## config.mk

```make
export PLATFORM = sky130hd
export DESIGN_NAME = demux1to2_buf
export DESIGN_NICKNAME = d
export VERILOG_FILES = /design/src/rtl/demux_pkg.sv /design/src/rtl/demux_fifo.sv /design/src/rtl/demux1to2_buf.sv
export SDC_FILE = /design/constraint.sdc
export NUM_CORES = 1
export LEC_CHECK = 0
export BUFFER_PORTS_ARGS = -buffer_cell sky130_fd_sc_hd__buf_4
export CORE_ASPECT_RATIO = 1.25
export CORE_UTILIZATION = 55
export CTS_BUF_LIST = sky130_fd_sc_hd__clkbuf_8
export CTS_CLUSTER_SIZE = 40
export DETAILED_ROUTE_END_ITERATION = 10
export PLACE_DENSITY_LB_ADDON = 0.08
export SLEW_MARGIN = 20
export SYNTH_ARGS = -nofsm -noshare
export SYNTH_HDL_FRONTEND = slang
export SYNTH_SLANG_ARGS = --single-unit
export TNS_END_PERCENT = 20
```

## constraint.sdc

```tcl
create_clock -name clk -period 2.1 [get_ports clk]
set_clock_uncertainty 0.1 [all_clocks]
set_input_delay 0.105 -clock clk [delete_from_list [all_inputs] [get_ports clk]]
set_output_delay 0.105 -clock clk [all_outputs]
set_load 0.05 [all_outputs]
```

## src/rtl/demux_pkg.sv

```systemverilog
// ---------------------------------------------------------------------------
// demux_pkg
// Shared definitions for the 1-to-2 buffered demultiplexer.
//   WIDTH_DEFAULT : default data word width
//   DEPTH_DEFAULT : default entries per output FIFO (power of two, >= 2)
//   STAT_W        : width of the optional per-port accept counters
//   port_idx_t    : 1-bit output port index
// ---------------------------------------------------------------------------
package demux_pkg;

    localparam int WIDTH_DEFAULT = 32;
    localparam int DEPTH_DEFAULT = 2;
    localparam int STAT_W        = 16;

    typedef logic [0:0] port_idx_t;

endpackage : demux_pkg

```

## src/rtl/demux_fifo.sv

```systemverilog
// ---------------------------------------------------------------------------
// demux_fifo
// Small synchronous FIFO used once per demux output port.
// Ports:
//   clk, rst_n  : clock, asynchronous active-low reset (clears storage too)
//   push        : write request; ignored while full (even if popped that cycle)
//   push_data   : word to write
//   pop         : read request; ignored while empty
//   full, empty : occupancy flags derived from the registered count
//   head_data   : oldest stored word, straight from storage
// ---------------------------------------------------------------------------
module demux_fifo
    import demux_pkg::*;
#(
    parameter int WIDTH = WIDTH_DEFAULT,
    parameter int DEPTH = DEPTH_DEFAULT
) (
    input  logic             clk,
    input  logic             rst_n,
    input  logic             push,
    input  logic [WIDTH-1:0] push_data,
    input  logic             pop,
    output logic             full,
    output logic             empty,
    output logic [WIDTH-1:0] head_data
);

    localparam int PTR_W = $clog2(DEPTH);
    localparam int CNT_W = PTR_W + 1;

    logic [PTR_W-1:0] wr_ptr_q, wr_ptr_d;
    logic [PTR_W-1:0] rd_ptr_q, rd_ptr_d;
    logic [CNT_W-1:0] count_q, count_d;
    logic [WIDTH-1:0] mem_q [DEPTH];
    logic [WIDTH-1:0] mem_d [DEPTH];
    logic             push_ok;
    logic             pop_ok;

    // Full is taken from the registered count only, so a full FIFO never
    // accepts a word in the same cycle it is popped.
    assign full      = (count_q == CNT_W'(DEPTH));
    assign empty     = (count_q == '0);
    assign push_ok   = push && !full;
    assign pop_ok    = pop && !empty;
    assign head_data = mem_q[rd_ptr_q];

    always_comb begin
        wr_ptr_d = wr_ptr_q;
        rd_ptr_d = rd_ptr_q;
        count_d  = count_q;
        mem_d    = mem_q;
        if (push_ok) begin
            mem_d[wr_ptr_q] = push_data;
            // DEPTH is a power of two, so natural overflow wraps the pointer.
            wr_ptr_d        = wr_ptr_q + 1'b1;
        end
        if (pop_ok) begin
            rd_ptr_d = rd_ptr_q + 1'b1;
        end
        case ({push_ok, pop_ok})
            2'b10:   count_d = count_q + 1'b1;
            2'b01:   count_d = count_q - 1'b1;
            default: count_d = count_q;
        endcase
    end

    always_ff @(posedge clk or negedge rst_n) begin
        if (!rst_n) begin
            wr_ptr_q <= '0;
            rd_ptr_q <= '0;
            count_q  <= '0;
            for (int i = 0; i < DEPTH; i++) begin
                mem_q[i] <= '0;
            end
        end else begin
            wr_ptr_q <= wr_ptr_d;
            rd_ptr_q <= rd_ptr_d;
            count_q  <= count_d;
            mem_q    <= mem_d;
        end
    end

endmodule : demux_fifo

```

## src/rtl/demux1to2_buf.sv

```systemverilog
// ---------------------------------------------------------------------------
// demux1to2_buf
// 1-to-2 demultiplexer with a small FIFO and independent valid/ready
// handshake on each output port.
// Ports:
//   clk, rst_n            : clock, asynchronous active-low reset
//   in_valid/in_ready     : producer handshake; in_ready = !full[in_sel]
//   in_sel                : destination port of the presented word
//   in_data               : presented word
//   outN_valid/outN_ready : consumer handshake for port N (N = 0, 1)
//   outN_data             : head word of port N FIFO
//   cnt0, cnt1            : (DEMUX_STATS_EN only) 16-bit wrapping counts of
//                           words accepted into each port
// Configuration macro: DEMUX_STATS_EN adds the per-port accept counters.
// ---------------------------------------------------------------------------
module demux1to2_buf
    import demux_pkg::*;
#(
    parameter int WIDTH = WIDTH_DEFAULT,
    parameter int DEPTH = DEPTH_DEFAULT
) (
    input  logic              clk,
    input  logic              rst_n,
    input  logic              in_valid,
    output logic              in_ready,
    input  logic              in_sel,
    input  logic [WIDTH-1:0]  in_data,
    output logic              out0_valid,
    input  logic              out0_ready,
    output logic [WIDTH-1:0]  out0_data,
    output logic              out1_valid,
    input  logic              out1_ready,
    output logic [WIDTH-1:0]  out1_data
`ifdef DEMUX_STATS_EN
    ,
    output logic [STAT_W-1:0] cnt0,
    output logic [STAT_W-1:0] cnt1
`endif
);

    logic [1:0]       fifo_push;
    logic [1:0]       fifo_pop;
    logic [1:0]       fifo_full;
    logic [1:0]       fifo_empty;
    logic [WIDTH-1:0] fifo_head [2];
    logic             accept;

    // Readiness depends only on the port the current word is headed for.
    assign in_ready = !fifo_full[in_sel];
    assign accept   = in_valid && in_ready;

    assign fifo_pop[0] = out0_ready;
    assign fifo_pop[1] = out1_ready;

    genvar gi;
    generate
        for (gi = 0; gi < 2; gi++) begin : g_port
            assign fifo_push[gi] = accept && (port_idx_t'(in_sel) == port_idx_t'(gi));

            demux_fifo #(
                .WIDTH (WIDTH),
                .DEPTH (DEPTH)
            ) u_fifo (
                .clk       (clk),
                .rst_n     (rst_n),
                .push      (fifo_push[gi]),
                .push_data (in_data),
                .pop       (fifo_pop[gi]),
                .full      (fifo_full[gi]),
                .empty     (fifo_empty[gi]),
                .head_data (fifo_head[gi])
            );
        end
    endgenerate

    assign out0_valid = !fifo_empty[0];
    assign out1_valid = !fifo_empty[1];
    assign out0_data  = fifo_head[0];
    assign out1_data  = fifo_head[1];

`ifdef DEMUX_STATS_EN
    logic [STAT_W-1:0] cnt_q [2];
    logic [STAT_W-1:0] cnt_d [2];

    generate
        for (gi = 0; gi < 2; gi++) begin : g_stat
            // Natural overflow gives the 16'hFFFF -> 0 wrap.
            always_comb begin
                cnt_d[gi] = cnt_q[gi];
                if (fifo_push[gi]) begin
                    cnt_d[gi] = cnt_q[gi] + 1'b1;
                end
            end

            always_ff @(posedge clk or negedge rst_n) begin
                if (!rst_n) begin
                    cnt_q[gi] <= '0;
                end else begin
                    cnt_q[gi] <= cnt_d[gi];
                end
            end
        end
    endgenerate

    assign cnt0 = cnt_q[0];
    assign cnt1 = cnt_q[1];
`endif

endmodule : demux1to2_buf

```

==> impl_results.md <==
- Core Area: about 11000 µm²
- DP HPWL: about 7700 µm
- Worst-skew pair later-pin latency: between 0.4 and 0.5 ns
- Layout cells sized above 1: between 60% and 70%
- Root Buffer: clkbuf_8
- Crit-path max FO: 20
- Final slew viol count: 0
- Arrival @ worst endpoint: about 1.7 ns
- Slew Limit Headroom: between 70 and 80%
- Final worst-path cycle share: 89.57%
- Total Wirelength: between 10000 and 15000 µm
- Mapped Cells: 379
- Post-synth EDFFs: 0
- Post CTS Setup Buffer Count: 0
- Register area: 3403 µm²
- FFs w/ async S/R, synth: between 90% and 100%
- Initial antenna violation count: 0
- Starting Density: 56.42%
- CP endpoint kind: output pin
- Cell taking the most area after synthesis: dfrtp_1
- Worst path bufs/invs: 2
- Max incr delay on CP: just under 0.4 ns
- DIE HEIGHT: between 100 and 150 µm
- Post-synth top area share: between 50% and 60%
- DIE WIDTH: between 90 and 100 µm
- Worst Max-Slew Pin Slew: about 0.4 ns
- Post-layout nets: approximately 570
- Yosys reg bits: ~140
- Slowest CP cell: mux2_2
- FILL cells: around 730
- Final GP Congestion: 0.7391
- CP Cell Sequence: buf_4 > mux2_2 > buf_4
- CP required: about 1.9 ns
- Post-cts sizing count: 0
- Post-synthesis sequential area ratio: 57.11%
- Row cnt: 42
- Vias/cell: about 5.3
- Endpoints failing setup: 0
- HP Class: in2async
- Largest cells by area after synthesis: dfrtp_1 (57%), mux2_2 (35%), buf_6 (1.1%)
- IO Pins: around 110
- Post-layout min period: approximately 1.9 ns
- Total CTS buffers: 17
- Syn-to-layout area delta: 29.44%
- Number of global-route vias before repair: around 3800
- Synthesis Warnings: 0
- Pre-antenna DRT Iters: 4
- Yosys cell types: 24
- Overall routing resource usage: a little under a quarter
- Syn nets: around 420
- Top achievable clock speed: 531.6 MHz
- Final Hold Fails: 0
- Count of hold-fix buffers inserted at cts: 37
- Wire per inst: between 15 and 20 µm
- Drt drc: 0
- DIE AREA: between 10000 and 15000 µm²
- Most numerous cell in the Yosys netlist: mux2_2
- Ys flop type: dfrtp_1
- Detail Route Antenna Nets: 0
- RSZ-0062 raised after global routing: no
- ANT cells: 0
- Post-Syn Area per Cell: ~16 µm²
- TNS Setup: 0 ns
- Type of origin of the critical path: flop
- DR vias: 3581
- Top cell by count, worst path: buf_4
- I/O Buffers: 104
- # clock sinks: 136
- First-pass GRT wire length: roughly 19000 µm
- Area of the multi-input gates: about 2400 µm²
- Initial DRC Count: between 70 and 80
- Critical path type: reg2out
- Family with the most delay on the worst path: buffers and inverters
- Global route overflow: 0
- Reg clk slew, reported paths: 0.07 ns
- Pin count of the biggest net entering global routing: 75
- H-tree levels: 4
- Maxcap violations: 0
- Post-Syn Area: a little under 6000 µm²
- Most frequent cells after synthesis: mux2_2 (187), dfrtp_1 (136), buf_2 (10), buf_6 (6), xnor2_1 (6)
- Max Root-Sink Buffers: 2
- CTS tree: yes
- Outcome: complete, no violations
per-layer routing:
metal  track usage (%)  wire (µm)
met5                 0          0
met4             8.523        198
met3             6.885        554
met2             38.93       6325
met1             26.36       4719
flip-flops by register name (all words and copies together), names as in the netlist:
| register | cells |
|---|---|
| g_port.u_fifo.mem_q | 128 |
| g_port.u_fifo.count_q | 4 |
| g_port.u_fifo.rd_ptr_q | 2 |
| g_port.u_fifo.wr_ptr_q | 2 |
layout by cell type (no fill, tap or decap):
cell type / instances
inv_1: 1
dfrtp_1: 136
clkbuf_8: 20
nand4b_2: 1
a21oi_1: 1
clkinv_4: 2
nand2_1: 1
dlygate4sd3_1: 37
clkinvlp_4: 3
nor2b_1: 1
mux2_2: 187
bufinv_16: 4
and2_1: 2
nand4_2: 1
clkinv_2: 2
nand2b_4: 1
ha_1: 2
nand3_1: 1
buf_12: 2
xor2_1: 4
and4bb_2: 1
buf_4: 116
nand3b_1: 1
or2_2: 2
nor2_1: 3
xnor2_1: 6
nand2b_1: 1
nor3_4: 1
mux2_1: 5
tightest hold or removal path: stages:
cell and delay [ns]:
dlygate4sd3_1 0.52, buf_4 0.13, buf_12 0.29
logic make-up after synthesis:
group,share of synthesized area [%]
DFF,57.11
xor gates and xnor gates,1.470
AOI/OAI and AO/OA,0.08390
muxes,36.28
and+or+nand+nor,2.162
buffers and inverters,2.477
adders and majority gates,0.4198
area by class of cell:
cell class | instances | share of cell area (%)
multi-input cells | 222 | 31.31
clock buffers | 20 | 3.569
clock inverters | 12 | 2.255
repair buffers | 155 | 16.61
flip-flops and latches | 136 | 44.12
well taps | 132 | 2.141
path summary, 6_finish.rpt:
| check | from | cells past startpoint | slack (ns) | to |
|---|---|---|---|---|
| max | g_port[0].u_fifo.rd_ptr_q$_DFFE_PN0P_ | 3 | 0.22 | out0_data[12] |
| max reg2reg | g_port[0].u_fifo.count_q[1]$_DFFE_PN0P_ | 5 | 0.37 | g_port[0].u_fifo.count_q[1]$_DFFE_PN0P_ |
| min reg2reg | g_port[1].u_fifo.mem_q[37]$_DFFE_PN0P_ | 1 | 0.39 | g_port[1].u_fifo.mem_q[37]$_DFFE_PN0P_ |
| min in group clk | in_data[7] | 3 | 0.36 | g_port[0].u_fifo.mem_q[39]$_DFFE_PN0P_ |
| min | rst_n | 3 | 0.11 | g_port[0].u_fifo.mem_q[27]$_DFFE_PN0P_ |
| max in group asynchronous | rst_n | 3 | 1.44 | g_port[0].u_fifo.mem_q[32]$_DFFE_PN0P_ |
through the flow:
stage          cells  hold slack (ns)  setup slack [ns]  util (%)  instance area, µm²
3_5_place_dp     608          0.05299            0.3691     65.27                6894
3_3_place_gp     608          0.05288            0.4267     65.27                6894
6_report         677           0.1146            0.2190     73.03                7714
4_1_cts          677           0.1193            0.1830     73.03                7714
2_1_floorplan    379          -0.2906            0.2795         -                5959
5_1_grt          677           0.1220            0.1314     73.03                7714
Power is left out: the tool's default activity adds up to more than one toggle a clock period on the data nets, which glitch-free logic cannot reach.
